===== config.mk =====
export PLATFORM = sky130hd
export DESIGN_NAME = maxpool_stream
export DESIGN_NICKNAME = d
export VERILOG_FILES = /design/src/rtl/maxpool_stream.sv
export SDC_FILE = /design/constraint.sdc
export NUM_CORES = 1
export LEC_CHECK = 0
export ABC_AREA = 1
export CORE_MARGIN = 3
export CORE_UTILIZATION = 40
export CTS_BUF_LIST = sky130_fd_sc_hd__clkbuf_8
export CTS_CLUSTER_SIZE = 14
export DETAILED_ROUTE_END_ITERATION = 6
export DONT_BUFFER_PORTS = 1
export PLACE_DENSITY = 0.61
export SYNTH_ARGS = -nofsm -noshare
export SYNTH_HDL_FRONTEND = slang
export SYNTH_SLANG_ARGS = --single-unit

===== constraint.sdc =====
create_clock -name clk -period 17.6 [get_ports clk]
set_clock_uncertainty 0.1 [all_clocks]
set_input_delay 5.28 -clock clk [delete_from_list [all_inputs] [get_ports clk]]
set_output_delay 5.28 -clock clk [all_outputs]
set_load 0.01 [all_outputs]

===== src/rtl/maxpool_stream.sv =====
// Streaming max-pooling over a raster-order image, one pixel per accepted cycle.
// Build macro MAXPOOL_RELU_FUSE_EN clamps every sample to >= 0 before pooling.
module maxpool_stream #(
   parameter int I_WIDTH     = 16,
   parameter int CHANNELS    = 5,
   parameter int IMAGE_SIZE  = 15,
   parameter int FILTER_SIZE = 2,
   parameter int STRIDE      = 2
) (
   input  logic                         clk,
   input  logic                         rst_n,
   input  logic                         clk_en,
   input  logic                         in_valid,
   input  logic [CHANNELS*I_WIDTH-1:0]  in_data,
   output logic [CHANNELS*I_WIDTH-1:0]  out_data,
   output logic                         valid,
   output logic                         frame_done
);

   localparam int OUT_SIZE = IMAGE_SIZE / STRIDE;
   localparam int CW       = $clog2(IMAGE_SIZE + 1);
   localparam int IW       = (OUT_SIZE > 1) ? $clog2(OUT_SIZE) : 1;
   localparam int DW       = CHANNELS * I_WIDTH;

   localparam logic [CW-1:0] IMG_LAST = CW'(IMAGE_SIZE - 1);
   localparam logic [CW-1:0] PH_LAST  = CW'(STRIDE - 1);
   localparam logic [CW-1:0] OUT_LAST = CW'(OUT_SIZE - 1);
   localparam logic [CW-1:0] OUT_N    = CW'(OUT_SIZE);

   generate
      if (STRIDE != FILTER_SIZE || FILTER_SIZE < 2 || FILTER_SIZE > 4) begin : g_bad_cfg
         $error("maxpool_stream: STRIDE must equal FILTER_SIZE and FILTER_SIZE must be 2..4");
      end
   endgenerate

   // Raster position plus its split into window phase and window index, so no divider is needed.
   logic [CW-1:0] col_r, row_r, col_ph_r, row_ph_r, col_ix_r, row_ix_r;
   logic [DW-1:0] buf_r [0:(1<<IW)-1];
   logic [DW-1:0] out_data_r;
   logic          valid_r, frame_done_r;

   logic          accept_s, in_range_s, first_s, win_end_s, frame_end_s;
   logic [DW-1:0] entry_s, pool_s, upd_s;
   logic signed [I_WIDTH-1:0] sample_s, held_s;

   // Per-channel window maximum against the row-band buffer entry.
   always_comb begin
      accept_s    = clk_en & in_valid;
      in_range_s  = (col_ix_r < OUT_N) && (row_ix_r < OUT_N);
      first_s     = (col_ph_r == '0) && (row_ph_r == '0);
      win_end_s   = in_range_s && (col_ph_r == PH_LAST) && (row_ph_r == PH_LAST);
      frame_end_s = win_end_s && (col_ix_r == OUT_LAST) && (row_ix_r == OUT_LAST);
      entry_s     = buf_r[col_ix_r[IW-1:0]];
      pool_s      = '0;
      upd_s       = '0;
      sample_s    = '0;
      held_s      = '0;
      for (int ch = 0; ch < CHANNELS; ch++) begin
`ifdef MAXPOOL_RELU_FUSE_EN
         sample_s = in_data[ch*I_WIDTH +: I_WIDTH];
         sample_s = sample_s[I_WIDTH-1] ? '0 : sample_s;
`else
         sample_s = in_data[ch*I_WIDTH +: I_WIDTH];
`endif
         held_s = entry_s[ch*I_WIDTH +: I_WIDTH];
         pool_s[ch*I_WIDTH +: I_WIDTH] = (held_s > sample_s) ? held_s : sample_s;
         upd_s[ch*I_WIDTH +: I_WIDTH]  = first_s ? sample_s : pool_s[ch*I_WIDTH +: I_WIDTH];
      end
   end

   // Position counters; remainder pixels beyond the last full window still advance them.
   always_ff @(posedge clk or negedge rst_n) begin
      if (!rst_n) begin
         col_r    <= '0;
         row_r    <= '0;
         col_ph_r <= '0;
         row_ph_r <= '0;
         col_ix_r <= '0;
         row_ix_r <= '0;
      end else if (accept_s) begin
         if (col_r == IMG_LAST) begin
            col_r    <= '0;
            col_ph_r <= '0;
            col_ix_r <= '0;
            if (row_r == IMG_LAST) begin
               row_r    <= '0;
               row_ph_r <= '0;
               row_ix_r <= '0;
            end else begin
               row_r <= row_r + CW'(1);
               if (row_ph_r == PH_LAST) begin
                  row_ph_r <= '0;
                  row_ix_r <= row_ix_r + CW'(1);
               end else begin
                  row_ph_r <= row_ph_r + CW'(1);
               end
            end
         end else begin
            col_r <= col_r + CW'(1);
            if (col_ph_r == PH_LAST) begin
               col_ph_r <= '0;
               col_ix_r <= col_ix_r + CW'(1);
            end else begin
               col_ph_r <= col_ph_r + CW'(1);
            end
         end
      end
   end

   // Row-band buffer is left unreset: the first pixel of every window overwrites its entry.
   always_ff @(posedge clk) begin
      if (accept_s && in_range_s) begin
         buf_r[col_ix_r[IW-1:0]] <= upd_s;
      end
   end

   // Output register: a pulse lasts one enabled cycle, data holds between pulses.
   always_ff @(posedge clk or negedge rst_n) begin
      if (!rst_n) begin
         valid_r      <= 1'b0;
         frame_done_r <= 1'b0;
         out_data_r   <= '0;
      end else if (clk_en) begin
         valid_r      <= accept_s && win_end_s;
         frame_done_r <= accept_s && frame_end_s;
         if (accept_s && win_end_s) begin
            out_data_r <= pool_s;
         end
      end
   end

   assign out_data   = out_data_r;
   assign valid      = valid_r;
   assign frame_done = frame_done_r;

endmodule


==> run metrics <==
vias after detailed routing=23.60k; R2R setup slack=11.51 ns; DIE WIDTH=297.4 um; R2R depth=13; Async S/R FF share, synth=14.21%; final setup violation count=0; final hold violations=0; Worst R2R Start=col_ix_r[1]; crit path time final=7.895 ns; YS warnings=0; CTS max path bufs=3; Setup crit end kind=flip-flop; register area share after synthesis=64.38%; vias per cell=5.135; Startpoint Class=input port; Hold Crit Start=col_r[3]; DRT antenna net count=0; peak supply drop=0.00009708 V; largest net degree at the start of global routing=152; I/O Buffers=0; most common cell in the netlist=nand2_1; global-route wire length before repair=131,600 um; crit-path max FO=31; predominant post-synthesis flop cell=edfxtp_1; Synth top area share=56.57%; Initial Utilization=40.46%; Non-Filler Instances=4,596; Crit Reg-Reg Endpoint=buf_r[2][14]; Post-CTS Setup Bufs=0; # clock sinks=746; unrepaired setup endpoints after global routing=false; placed cell area=34,880 um2; power density over the cells=195.3 nW/um2; Syn Inst Count=3,372; I/O Pins=166; die footprint=88,460 um2; Core ar.=83,950 um2; Synth Register Bits=746; Fmax=126.7 MHz; most frequent cells after synthesis=nand2_1 (1,256), edfxtp_1 (640), a21oi_1 (349), inv_1 (221), nand3_1 (180); Overflow after GRT=0; CP startpoint=clk_en; final wirelength=85,650 um; Slew @ Worst Pin=1.172 ns; Tcrit/Tclk final=44.86%; CTS buffer count=131; CTS tree=built; Area Overhead vs Synth=9.949%; CP arrival=8.18 ns; HPWL Detailed=46,340 um; critical path type=in -> reg; Mapped Avg Cell Area=10.07 um2; Worst Hold Class=reg -> reg; Max transition margin=21.88%; DRC Markers=0; area leader, netlist=edfxtp_1; htree depth=4; final core occ=44.49%; number of flops mapped to enable cells by yosys=640; clock slew at reported path FFs=0.06 ns; main area contributors after synthesis=edfxtp_1 (57%), nand2_1 (14%), dfrtp_1 (7.8%); post-DR wirelength/cell=18.64 um; post-synthesis net count=3,540; CP required=17.89 ns; Die H=297.4 um; Skew-Pair Late Insertion Delay=0.77 ns; # placed instances=4,362; Nets=3,529; DR iter-0 viols=1,737; Max Slew Vio Count=0; GP Congestion=0.7975; Mapped Area=33,970 um2; P_leak=15.18 nW; Max Cap Violations=0; Hold-fix buffers, CTS=0; fraction of layout instances using a drive strength above 1=6.877%; vias in the first global route=22.61k; Cell Rows=106; end of the critical path=buf_r[3][12]; cts repair resizes=0; Pre-antenna DRT Iters=7; Netlist cell types=37; outcome=finished clean; Total GRT Usage=19.03%; root buffer cell=clkbuf_8; initial antenna violation count=1; Non-Filler Cell Area, Final=37,350 um2; Setup TNS=0 ns
## flip-flops by register name (all words and copies together), names as in the netlist
name and count:
col_ph_r 4, col_ix_r 4, col_r 4, buf_r 640, valid 1, row_ix_r 4, row_ph_r 4, out_data 80
frame_done 1, row_r 4
## worst min path at each step
| stage | slack (ns) | cells past startpoint | endpoint |
|---|---|---|---|
| floorplan | 0.37 | 2 | col_r[3] |
| global placement | 0.39 | 2 | col_r[3] |
| detailed placement | 0.40 | 2 | col_r[3] |
| CTS | 0.41 | 2 | col_r[3] |
| global route | 0.44 | 2 | col_r[3] |
| finish | 0.40 | 2 | col_r[3] |
## area by class of cell
class | count | area [um2]
fill | 7862 | 46600
tap | 1134 | 1419
timing repair buffer | 33 | 247.7
clock inverter | 91 | 513.0
clock buffer | 142 | 1954
inverter | 225 | 859.6
antenna | 1 | 2.502
sequential | 746 | 21880
multi-input combinational | 2224 | 10470
## metal layers
layer | share of wire (%) | global-route usage, % | vias to the layer above
li1 | - | - | 11504
met1 | 43 | 24.81 | 11347
met2 | 48 | 31.47 | 607
met3 | 6.1 | 4.664 | 144
met4 | 2.2 | 5.847 | 0
met5 | 0 | 0 | -
## cell families (layout without fill, tap and decap cells)
group | after synthesis | count (layout) | synth area share, %
simple gates | 1608 | 1608 | 19.59
flops | 746 | 746 | 64.38
compound gates | 529 | 529 | 7.882
buf+inv | 402 | 491 | 4.976
fa+ha+maj | 84 | 84 | 3.094
xor+xnor | 3 | 3 | 0.07736
other cells | 0 | 1 | 0
## worst max-delay path, cell delays in order
cell	delay [ns]
nand2_1	0.18
nor2_1	0.51
inv_1	0.39
nor2_4	0.62
buf_4	0.57
buf_4	0.56
## cell usage in the layout (no fill, tap or decap), types with 6 or more instances in the layout
| master | Yosys | routed |
|---|---|---|
| nand2_2 | 6 | 6 |
| clkbuf_8 | 0 | 142 |
| inv_1 | 221 | 268 |
| dfrtp_1 | 106 | 103 |
| nand2_1 | 1256 | 1256 |
| nand4_1 | 88 | 88 |
| clkinv_2 | 0 | 10 |
| buf_4 | 4 | 33 |
| a21oi_1 | 349 | 349 |
| o21ai_1 | 49 | 49 |
| edfxtp_1 | 640 | 640 |
| nand3_1 | 180 | 180 |
| nor3_1 | 10 | 10 |
| clkinv_1 | 0 | 19 |
| nand3_2 | 9 | 9 |
| ha_1 | 84 | 84 |
| o21ai_0 | 118 | 118 |
| nor2_1 | 44 | 41 |
## metrics by stage
step,setup slack [ns],power [mW],hold WS (ns)
CTS,9.766,7.336,0.4094
global placement,8.931,5.750,0.3937
detailed placement,8.913,5.814,0.3970
global route,9.628,7.822,0.4362
finish,9.705,7.294,0.4045
floorplan,3.479,4.958,0.3669
## power breakdown
part / switching, mW / total [mW] / internal, mW
clock: 0.699 / 1.50 / 0.803
sequential: 0.0737 / 2.82 / 2.74
combinational: 2.26 / 2.98 / 0.717
No activity file was read; power rests on OpenSTA's default activity.
